### config.mk
export PLATFORM = sky130hd
export DESIGN_NAME = conv_encoder_r12
export DESIGN_NICKNAME = d
export VERILOG_FILES = /design/src/rtl/conv_encoder_r12.sv
export SDC_FILE = /design/constraint.sdc
export NUM_CORES = 1
export LEC_CHECK = 0
export CAP_MARGIN = 15
export CELL_PAD_IN_SITES_DETAIL_PLACEMENT = 1
export CELL_PAD_IN_SITES_GLOBAL_PLACEMENT = 1
export CORE_MARGIN = 2
export CORE_UTILIZATION = 43
export DETAILED_ROUTE_END_ITERATION = 8
export PLACE_DENSITY_LB_ADDON = 0.15
export RECOVER_POWER = 50
export SLEW_MARGIN = 30
export SYNTH_ARGS = -nofsm -noshare
export SYNTH_HDL_FRONTEND = slang
export SYNTH_SLANG_ARGS = --single-unit
### constraint.sdc
create_clock -name clk -period 2.12 [get_ports clk]
set_input_delay 0.424 -clock clk [delete_from_list [all_inputs] [get_ports clk]]
set_output_delay 0.424 -clock clk [all_outputs]
set_load 0.05 [all_outputs]
### src/rtl/conv_encoder_r12.sv
// Rate-1/2 feed-forward convolutional encoder.
// Encodes FRAME_LEN info bits per frame, optionally followed by K-1 zero
// tail bits that drive the trellis back to state 0. One coded word is
// produced for every accepted or tail bit, one cycle later.
//
// state | meaning
// ------+-------------------------------------------------------------
// IDLE  | waiting for i_start; o_rdy low
// DATA  | accepting info bits; o_rdy high
// TAIL  | flushing K-1 zero bits; o_rdy low

module conv_encoder_r12 #(
    parameter int          K         = 7,
    parameter logic [31:0] G0        = 32'o171,
    parameter logic [31:0] G1        = 32'o133,
    parameter int          FRAME_LEN = 1024,
    parameter bit          TAIL_EN   = 1'b1
) (
    input  logic       clk,
    input  logic       reset,
    input  logic       i_start,
    input  logic       i_vld,
    input  logic       i_bit,
    output logic       o_rdy,
    output logic       o_vld,
    output logic [1:0] o_word,
    output logic       o_sof,
    output logic       o_eof,
    output logic       o_busy
);

    localparam int CW = $clog2(FRAME_LEN + 1);
    localparam int TW = $clog2(K);
    localparam logic [K-1:0] TAP0 = G0[K-1:0];
    localparam logic [K-1:0] TAP1 = G1[K-1:0];

    typedef enum logic [1:0] {
        S_IDLE = 2'd0,
        S_DATA = 2'd1,
        S_TAIL = 2'd2
    } state_t;

    state_t        state_q, state_d;
    logic [K-2:0]  sr_q, sr_d;
    logic [CW-1:0] cnt_q, cnt_d;
    logic [TW-1:0] tcnt_q, tcnt_d;
    logic          rdy_q, rdy_d;
    logic          vld_q, vld_d;
    logic [1:0]    word_q, word_d;
    logic          sof_q, sof_d;
    logic          eof_q, eof_d;
    logic          busy_q, busy_d;

    logic          enc_en;
    logic          enc_bit;
    logic [K-1:0]  win;

    // Next-state, counters and the coded word for the bit encoded this cycle.
    always_comb begin
        state_d = state_q;
        sr_d    = sr_q;
        cnt_d   = cnt_q;
        tcnt_d  = tcnt_q;
        vld_d   = 1'b0;
        word_d  = word_q;
        sof_d   = 1'b0;
        eof_d   = 1'b0;
        enc_en  = 1'b0;
        enc_bit = 1'b0;

        case (state_q)
            S_IDLE: begin
                if (i_start) begin
                    sr_d    = '0;
                    cnt_d   = '0;
                    tcnt_d  = '0;
                    state_d = S_DATA;
                end
            end
            S_DATA: begin
                if (i_vld) begin
                    enc_en  = 1'b1;
                    enc_bit = i_bit;
                    cnt_d   = cnt_q + 1'b1;
                    sof_d   = (cnt_q == '0);
                    if (cnt_q == CW'(FRAME_LEN - 1)) begin
                        tcnt_d = '0;
                        if (TAIL_EN) begin
                            state_d = S_TAIL;
                        end else begin
                            state_d = S_IDLE;
                            eof_d   = 1'b1;
                        end
                    end
                end
            end
            S_TAIL: begin
                enc_en  = 1'b1;
                enc_bit = 1'b0;
                tcnt_d  = tcnt_q + 1'b1;
                if (tcnt_q == TW'(K - 2)) begin
                    state_d = S_IDLE;
                    eof_d   = 1'b1;
                end
            end
            default: state_d = S_IDLE;
        endcase

        // Window: current bit in the MSB, oldest history bit in bit 0.
        win = {enc_bit, sr_q};
        if (enc_en) begin
            vld_d  = 1'b1;
            word_d = {^(win & TAP1), ^(win & TAP0)};
            sr_d   = win[K-1:1];
        end

        rdy_d  = (state_d == S_DATA);
        busy_d = (state_d != S_IDLE);
    end

    // State and registered outputs; reset abandons any partial frame.
    always_ff @(posedge clk) begin
        if (reset) begin
            state_q <= S_IDLE;
            sr_q    <= '0;
            cnt_q   <= '0;
            tcnt_q  <= '0;
            rdy_q   <= 1'b0;
            vld_q   <= 1'b0;
            word_q  <= 2'b00;
            sof_q   <= 1'b0;
            eof_q   <= 1'b0;
            busy_q  <= 1'b0;
        end else begin
            state_q <= state_d;
            sr_q    <= sr_d;
            cnt_q   <= cnt_d;
            tcnt_q  <= tcnt_d;
            rdy_q   <= rdy_d;
            vld_q   <= vld_d;
            word_q  <= word_d;
            sof_q   <= sof_d;
            eof_q   <= eof_d;
            busy_q  <= busy_d;
        end
    end

    assign o_rdy  = rdy_q;
    assign o_vld  = vld_q;
    assign o_word = word_q;
    assign o_sof  = sof_q;
    assign o_eof  = eof_q;
    assign o_busy = busy_q;

endmodule

==> results of run 1 <==
[area by class of cell]
class / instances / area (um^2) / area share
clock inverter: 2 / 10.0 / 0.00563
inverter: 9 / 33.8 / 0.0190
timing repair buffer: 22 / 185 / 0.104
sequential: 29 / 581 / 0.327
multi-input combinational: 123 / 870 / 0.489
tap: 46 / 57.6 / 0.0324
clock buffer: 6 / 41.3 / 0.0232
[sequential cells by signal, indices dropped and copies added, names as in the netlist, 2 cells and up]
signal,cells
cnt_q,11
sr_q,6
tcnt_q,3
o_word,2
state_q,2
[layout by cell type (no fill, tap or decap), types with 4 or more instances in the layout]
cell type and count:
nand2_1 17, ha_1 9, nand2b_1 4, nand3_1 9, inv_1 9, dfxtp_1 29, clkbuf_4 5, o21ai_0 8
a21oi_1 18, nor2_1 10, clkdlybuf4s50_1 9, buf_4 9
[stage by stage]
stage	total power, W	util
CTS	0.00104	0.535
floorplan	0.000658	-
finish	0.00103	0.533
detailed placement	0.000719	0.520
global placement	0.000713	0.520
global route	0.00108	0.533
[routing by layer]
layer	track usage	vias up	wire, um
li1	-	639	-
met1	0.238	621	1610
met2	0.351	18	1840
met3	0.0554	6	97
met4	0.0667	0	70
met5	0	-	0
[power by group through the flow]
stage                     registers [W]  logic [W]  clock network, W
after CTS                      0.000559   0.000148          0.000335
after detailed placement       0.000572   0.000147                 0
after global routing           0.000560   0.000154          0.000364
after floorplan                0.000589  0.0000688                 0
after global placement         0.000571   0.000142                 0
final                          0.000559   0.000142          0.000328
[logic make-up after synthesis]
group           after synthesis  synth area share
flops                        29             0.387
buf+inv                      13            0.0334
fa+ha+maj                     9            0.0751
compound gates               40             0.176
xor+xnor                      6            0.0626
simple gates                 67             0.259
mux                           1           0.00751
[worst paths after layout]
check / startpoint / cells after the start / endpoint
setup / recovery: state_q[1] / 6 / o_rdy
hold / removal: sr_q[2] / 2 / sr_q[1]
setup reg to reg: state_q[1] / 6 / o_rdy
hold reg to reg: sr_q[2] / 2 / sr_q[1]
[cells in the mapped netlist, types with 2 or more instances]
cell type and instances:
dfxtp_1 29, a21oi_1 18, nand2_1 17, nor2_1 10, ha_1 9, inv_1 9
nand3_1 9, o21ai_0 7, and2_1 4, nand2b_1 4, clkbuf_1 3, nor3b_1 3
xnor3_1 3, a211o_1 2, a31o_2 2, and3_1 2, nand4_1 2, nand4_4 2
nor3_1 2, o21bai_1 2, o31ai_1 2, or3_1 2, or3_2 2, or4_1 2
or4_2 2, xor2_1 2
[worst min-delay path, stage by stage, from the launching register on]
cell and delay (ps):
dfxtp_1 320, nand2_1 50, a21oi_1 50
==> summary.txt, run 1 <==
STA
  – Minimum clock period: about 2000 ps
  – Tightest Pin Transition: about 750 ps
  – Fmax: approximately 500 MHz
  – Fin crit share: 0.942
  – Slew Limit Fails: 0
  – WHS: around 460 ps
  – Count of final setup violators: 0
  – Worst Skew: 8.77 ps
  – RSZ-0062 raised after global routing: false
  – Setup TNS: 0 ps
  – Endpoints failing hold: 0
  – Fin worst setup slack: about 120 ps
  – Worst slew margin: 0.487

Pwr
  – Clock share of power: 0.319
  – Cell Pwr Density: around 580 nW/um^2
  – Sw power: a little under 0.0003 W
  – Maximum VDD drop: ~0.00043 V
  – Comb pwr share: 0.138
  – Sw Ratio: 0.288
  – Int Power: between 0.0007 and 0.0008 W
  – Sequential share of power: 0.543
  – Leakage power: between 0.6 and 0.7 nW

Synth
  – Post-synthesis cell count: between 150 and 200
  – Yosys warning total: 0
  – Yosys top cell area share: 0.387
  – Async S/R FF share, synth: 0
  – Netlist cell types: 40
  – Syn Area/Cell: about 9.1 um^2
  – Post-Syn Area: roughly 1500 um^2
  – Area contributors post-synth: dfxtp_1, ha_1, a21oi_1
  – Mapped Nets: 179
  – Yosys reg bits: 29
  – Most used flip-flop cell after synthesis: dfxtp_1
  – Sequential fraction of the synthesis area: 0.387
  – Post-synth EDFFs: 0
  – Synth area leader: dfxtp_1

CTS
  – Clock-pin slew on the worst setup and hold paths: roughly 90 ps
  – Post-cts gate resize count: 0
  – Post-CTS Setup Bufs: 0
  – Hold buffers post-CTS: 0
  – CTS Root Cell: clkbuf_4
  – Worst-skew pair later-pin latency: between 300 and 400 ps
  – CTS max path bufs: 2
  – CTS tree: yes
  – Total CTS buffers: 5
  – H-Tree Depth: 2
  – Clock Sinks: 29

GRT
  – Initial antenna violation count: 0
  – Vias in the first global route: about 1400
  – Pin count of the biggest net entering global routing: 23
  – Gr usage total: 0.201
  – First-pass GRT wire length: around 6300 um
  – GRT overflow: 0

Routing
  – Residual DRC count: 0
  – Vias: between 1000 and 1500
  – ANT nets after route: 0
  – First-pass DRT Iterations: 4
  – Routed WL: about 3600 um
  – Via-to-Cell Ratio: ~5.4
  – Initial DRC count: 64
  – Wire length per cell: roughly 15 um

Worst setup path
  – CP top delay family: compound AO/OA/AOI/OAI gates
  – Worst path arrival time: 2280 ps
  – Crit start category: flop
  – CP bufs+invs: 2
  – CP max-delay cell: a2111oi_0
  – Crit end category: flop
  – Critical Path Fanout Max: 7
  – Crit path cell chain: inv_1, ha_1, buf_4, o41ai_4, a2111oi_0, and2_1
  – Crit path kind: flop to flop
  – Worst path max stage delay: ~670 ps
  – CP required: ~2400 ps
  – R2R setup slack: 120 ps

Placement
  – Inst Count DP: 229
  – Setup WS pre-CTS: -7.50 ps
  – DP Wirelength: between 2000 and 3000 um
  – Placed cell area: ~1700 um^2
  – Routability cong.: roughly 0.84
  – I/O Buffers: 11

Floorplanning
  – Initial Util: 0.450
  – I/O pin count: 12
  – Chip width: between 60 and 70 um
  – Core Footprint: around 3300 um^2
  – Die height: around 63 um
  – Row cnt: 21
  – Die area: about 4000 um^2

Job
  – Max-cap viol count: 0

Finish
  – Layout cells sized above 1: 0.136
  – Final net count: around 200
  – Fillers: 409
  – Layout Area Growth over Synthesis: 18.5%
  – Design area: 1780 um^2
  – Final std cells w/o fill: ~240
  – Antenna cells: 0

Min path
  – HP Class: flop to flop

Run status
  – Status: completed
(Power assumes the default switching activity.)
==> run 2, diff against run 1 <==
CORE_MARGIN = default   (was 2)
==> run 2 against run 1 <==
  * Critical path depth shrank 1
  * Worst setup slack worse by 6.6 ps
  * Sequential power hardly changed
  * Cell area increased by 1.3%
  * Critical endpoint unchanged
  * Largest power group unchanged
==> summary.txt, run 2 (synthesis results as in run 1) <==
STA
  – Tightest Pin Transition: 580 ps (-170 ps)
  – Minimum clock period: 2000 ps (+6.60 ps)
  – WHS: 462 ps (+2.37 ps)
  – Endpoints failing hold: 0 (unchanged)
  – Worst Skew: 13.2 ps (+4.41 ps)
  – Count of final setup violators: 0 (unchanged)
  – Fmax: 499 MHz (-0.33%)
  – RSZ-0062 raised after global routing: false
  – Setup TNS: 0 ps (unchanged)
  – Slew Limit Fails: 0 (unchanged)
  – Worst slew margin: 0.612 (+0.125)
  – Fin crit share: 0.946 (+0.00311)

Worst setup path
  – CP required: 2370 ps (-30 ps)
  – CP bufs+invs: 0 (-2)
  – Cell count of the worst reg-to-reg path: 5 (-1)
  – Crit start category: flop
  – Worst path max stage delay: 530 ps (-140 ps)
  – CP top delay family: simple AND/OR/NAND/NOR gates
  – Reg2reg start: cnt_q[0]
  – Crit path cell chain: ha_1, nand4b_1, or4_1, a211o_1, and2_1
  – R2R setup slack: 120 ps (about the same)
  – Worst path arrival time: 2250 ps (-30 ps)
  – CP max-delay cell: or4_1
  – Crit end category: flop
  – Crit path kind: flop to flop
  – R2R Path End: o_rdy
  – Critical Path Fanout Max: 5 (-2)

Routing
  – Routed WL: 3680 um (+1.6%)
  – Vias: 1306 (+1.7%)
  – First-pass DRT Iterations: 4 (unchanged)
  – ANT nets after route: 0 (unchanged)
  – Wire length per cell: 15.5 um (+1.6%)
  – Residual DRC count: 0 (unchanged)
  – Via-to-Cell Ratio: 5.51 (+1.7%)
  – Initial DRC count: 28 (-56%)

Floorplanning
  – Die height: 61.1 um (-3.2%)
  – Core Footprint: 3340 um^2 (unchanged)
  – Chip width: 61.1 um (-3.2%)
  – Row cnt: 21 (unchanged)
  – Initial Util: 0.450 (unchanged)
  – I/O pin count: 12 (unchanged)
  – Die area: 3730 um^2 (-6.2%)

CTS
  – Post-cts gate resize count: 0 (unchanged)
  – H-Tree Depth: 2 (unchanged)
  – CTS Root Cell: clkbuf_4
  – CTS max path bufs: 2 (unchanged)
  – Hold buffers post-CTS: 0 (unchanged)
  – Worst-skew pair later-pin latency: 340 ps (about the same)
  – Total CTS buffers: 5 (unchanged)
  – Clock Sinks: 29 (unchanged)
  – Clock-pin slew on the worst setup and hold paths: 100 ps (about the same)
  – CTS tree: yes
  – Post-CTS Setup Bufs: 0 (unchanged)

Run status
  – Status: completed

Placement
  – Placed cell area: 1730 um^2 (unchanged)
  – DP Wirelength: 2720 um (-1.1%)
  – Inst Count DP: 229 (unchanged)
  – Routability cong.: 0.860 (+2.6%)
  – I/O Buffers: 11 (unchanged)

Finish
  – Layout Area Growth over Synthesis: 20.1%
  – Largest registers: cnt_q: 11 flops, sr_q: 6 flops, tcnt_q: 3 flops
  – Max reg flops: 11 (unchanged)
  – Layout cells sized above 1: 0.147 (+0.0105)
  – Antenna cells: 0 (unchanged)
  – Final std cells w/o fill: 237 (unchanged)
  – Commonest cells after routing, fill and taps aside: dfxtp_1, a21oi_1, nand2_1
  – Final net count: 204 (unchanged)
  – Design area: 1800 um^2 (+1.3%)
  – Biggest register: cnt_q
  – Commonest non-fill, non-tap cell in the layout: dfxtp_1

GRT
  – First-pass GRT wire length: 6110 um (-2.3%)
  – GRT overflow: 0 (unchanged)
  – Vias in the first global route: 1279 (-5.7%)
  – Initial antenna violation count: 0 (unchanged)
  – Pin count of the biggest net entering global routing: 21 (-8.7%)
  – Gr usage total: 0.229 (+0.0276)

Pwr
  – Leakage power: 0.680 nW (+2.1%)
  – Maximum VDD drop: 0.000333 V (-22%)
  – Cell Pwr Density: 612 nW/um^2 (+5.7%)

Min path
  – HP Class: flop to flop
  – Worst hold path depth: 2 (unchanged)
  – Hold_sp: o_word[1]
  – WHS Endpoint: o_word[1]

Job
  – Max-cap viol count: 0 (unchanged)
run 2: changes by cell type in the layout (fill, tap and decap cells not counted), sizes merged:
cell    delta
buf        +1
clkinv     -1
run 2: stage by stage:
stage | utilization | power [W] | worst slack [ps]
floorplan | - | 0.000658 | 274
global placement | 0.520 | 0.000713 | 44.1
detailed placement | 0.520 | 0.000719 | 2.59
CTS | 0.541 | 0.00112 | 112
global route | 0.540 | 0.00115 | 24.5
finish | 0.540 | 0.00110 | 115
run 2: area by class of cell:
cell class | instances | area (um^2)
fillers | 426 | 1540
multi-input cells | 123 | 871
flip-flops and latches | 29 | 581
repair buffers | 22 | 189
clock buffers | 7 | 65.1
well taps | 46 | 57.6
inverters | 9 | 33.8
clock inverters | 1 | 5.00
run 2: worst max path at each step:
stage                     from        end  cells past startpoint
global placement         i_vld  cnt_q[10]                      5
CTS                   cnt_q[0]      o_rdy                      5
global route        state_q[1]   cnt_q[9]                      6
floorplan           state_q[0]  cnt_q[10]                      6
finish                cnt_q[0]      o_rdy                      5
detailed placement       i_vld   cnt_q[5]                      5
run 2: where the power goes:
group	leakage, nW	switching [W]	internal [W]
logic	0.404	0.0000912	0.0000567
registers	0.234	0.00000596	0.000553
clock network	0.0413	0.000204	0.000192
total	0.680	0.000301	0.000802
run 2: per-layer routing:
layer / GRT usage / routed length, um / vias up
met4: 0.0812 / 55 / 0
met5: 0 / 0 / -
li1: - / - / 640
met3: 0.0714 / 103 / 5
met2: 0.382 / 1780 / 12
met1: 0.279 / 1740 / 649
run 2: worst register-to-register path: cells and delay by family, from the launching register on:
family                   cells  cell delay (ps)
AO/OA/AOI/OAI                1              360
adder cells (fa/ha/maj)      1              270
flip-flops                   1              430
AND/OR/NAND/NOR              3              850
==> run 3, diff against run 2 <==
MAX_ROUTING_LAYER = met4   (was default)
==> run 3 against run 2 <==
  * Sequential share of layout area unchanged
  * Clock skew about the same
  * First-iteration DRC count increased by 18%
  * Flip-flop and latch count unchanged
  * Wire length decreased by 0.68%
  * Clock power about the same
==> summary.txt, run 3 (synthesis results as in run 1) <==
GRT
  – Gr usage total: 0.236 (+0.00686)
  – First-pass GRT wire length: 6110 um (-0.11%)
  – GRT overflow: 0 (unchanged)
  – Initial antenna violation count: 0 (unchanged)
  – Pin count of the biggest net entering global routing: 21 (unchanged)
  – Vias in the first global route: 1280 (+0.078%)

Pwr
  – Leakage power: 0.680 nW (unchanged)
  – Final Total Pwr: 0.00110 W (about the same)
  – Sw power: 0.000302 W (+0.29%)
  – Sw Ratio: 0.274 (+0.000567)
  – Int Power: 0.000802 W (about the same)
  – Clock share of power: 0.360 (about the same)
  – Maximum VDD drop: 0.000335 V (+0.83%)
  – Sequential share of power: 0.506 (about the same)
  – Comb pwr share: 0.134 (about the same)
  – Cell Pwr Density: 613 nW/um^2 (about the same)

STA
  – Setup TNS: 0 ps (unchanged)
  – Fmax: 499 MHz (about the same)
  – RSZ-0062 raised after global routing: false
  – Endpoints failing hold: 0 (unchanged)
  – Worst Skew: 13.5 ps (+0.337 ps)
  – Fin worst setup slack: 117 ps (+1.09 ps)
  – Minimum clock period: 2000 ps (-1.09 ps)
  – Count of final setup violators: 0 (unchanged)
  – Worst slew margin: 0.613 (about the same)
  – Fin crit share: 0.945 (about the same)
  – Tightest Pin Transition: 580 ps (-0.247 ps)
  – Slew Limit Fails: 0 (unchanged)

Worst setup path
  – Crit end category: flop
  – CP required: 2370 ps (about the same)
  – Crit start category: flop
  – R2R setup slack: 120 ps (about the same)
  – Cell count along the critical path: 5 (unchanged)
  – Critical Path Fanout Max: 5 (unchanged)
  – Worst path max stage delay: 530 ps (about the same)
  – Cell count of the worst reg-to-reg path: 5 (unchanged)
  – Reg2reg start: cnt_q[0]
  – Crit path kind: flop to flop
  – Crit path cell chain: ha_1, nand4b_1, or4_1, a211o_1, and2_1
  – CP bufs+invs: 0 (unchanged)
  – Worst path arrival time: 2250 ps (about the same)
  – Setup crit start: cnt_q[0]
  – R2R Path End: o_rdy
  – CP max-delay cell: or4_1
  – CP top delay family: simple AND/OR/NAND/NOR gates

Floorplanning
  – Core Footprint: 3340 um^2 (unchanged)
  – Die height: 61.1 um (unchanged)
  – I/O pin count: 12 (unchanged)
  – Die area: 3730 um^2 (unchanged)
  – Row cnt: 21 (unchanged)
  – Initial Util: 0.450 (unchanged)
  – Chip width: 61.1 um (unchanged)

CTS
  – Post-cts gate resize count: 0 (unchanged)
  – Hold buffers post-CTS: 0 (unchanged)
  – H-Tree Depth: 2 (unchanged)
  – CTS tree: yes
  – Total CTS buffers: 5 (unchanged)
  – Post-CTS Setup Bufs: 0 (unchanged)
  – Clock Sinks: 29 (unchanged)
  – CTS Root Cell: clkbuf_4
  – Worst-skew pair later-pin latency: 340 ps (about the same)
  – CTS max path bufs: 2 (unchanged)
  – Clock-pin slew on the worst setup and hold paths: 100 ps (about the same)

Routing
  – Routed WL: 3660 um (-0.68%)
  – Residual DRC count: 0 (unchanged)
  – First-pass DRT Iterations: 4 (unchanged)
  – ANT nets after route: 0 (unchanged)
  – Initial DRC count: 33 (+18%)
  – Vias: 1308 (+0.15%)
  – Via-to-Cell Ratio: 5.52 (+0.15%)
  – Wire length per cell: 15.4 um (-0.68%)

Finish
  – Antenna cells: 0 (unchanged)
  – Biggest register: cnt_q
  – Final net count: 204 (unchanged)
  – Fillers: 426 (unchanged)
  – Commonest cells after routing, fill and taps aside: dfxtp_1, a21oi_1, nand2_1
  – Largest registers: cnt_q: 11 flops, sr_q: 6 flops, tcnt_q: 3 flops
  – Layout cells sized above 1: 0.147 (unchanged)
  – Layout Area Growth over Synthesis: 20.1% (unchanged)
  – Max reg flops: 11 (unchanged)
  – Commonest non-fill, non-tap cell in the layout: dfxtp_1

Min path
  – WHS Endpoint: o_word[1]
  – HP Class: flop to flop
  – Hold_sp: o_word[1]
  – Worst hold path depth: 2 (unchanged)

Placement
  – DP Wirelength: 2720 um (unchanged)
  – Routability cong.: 0.874 (+1.6%)
  – Setup WS pre-CTS: 2.59 ps (unchanged)
  – I/O Buffers: 11 (unchanged)

Job
  – Max-cap viol count: 0 (unchanged)

Run status
  – Status: completed
[run 3: cell counts in the layout (fill, tap and decap cells not counted)]
Identical to the previous run, type by type.
[run 3: worst max path at each step]
stage                            to  slack [ps]
final                         o_rdy         120
after global routing      tcnt_q[2]          20
after CTS                     o_rdy         110
after detailed placement   cnt_q[5]           3
after global placement    cnt_q[10]          40
after floorplan           cnt_q[10]         270
[run 3: metrics by stage]
stage	instances	util	cell area [um^2]	hold slack (ps)
floorplan	165	-	1500	432
global placement	229	0.520	1730	440
detailed placement	229	0.520	1730	446
CTS	237	0.541	1800	469
global route	237	0.540	1800	499
finish	237	0.540	1800	460
[run 3: worst min-delay path: stages, from the launching register on]
cell and delay (ps):
dfxtp_1 320, nand2_1 50, a21oi_1 50
[run 3: area by class of cell]
type,count,area [um^2],share of cell area
Multi-Input combinational cell,123,871,0.483
Clock buffer,7,65.1,0.0361
Sequential cell,29,581,0.322
Tap cell,46,57.6,0.0319
Inverter,9,33.8,0.0187
Timing Repair Buffer,22,189,0.105
Clock inverter,1,5.00,0.00278
[run 3: power groups by stage]
stage | clock network, W | registers (W) | logic, W
floorplan | 0 | 0.000589 | 0.0000688
CTS | 0.000407 | 0.000559 | 0.000149
detailed placement | 0 | 0.000572 | 0.000147
global route | 0.000431 | 0.000561 | 0.000158
finish | 0.000397 | 0.000559 | 0.000148
global placement | 0 | 0.000571 | 0.000141
[run 3: per-layer routing]
| metal | vias to the layer above | track usage | wire [um] |
|---|---|---|---|
| li1 | 639 | - | - |
| met1 | 652 | 0.277 | 1730 |
| met2 | 12 | 0.384 | 1780 |
| met3 | 5 | 0.0693 | 97 |
| met4 | 0 | 0.0812 | 55 |
| met5 | - | - | 0 |
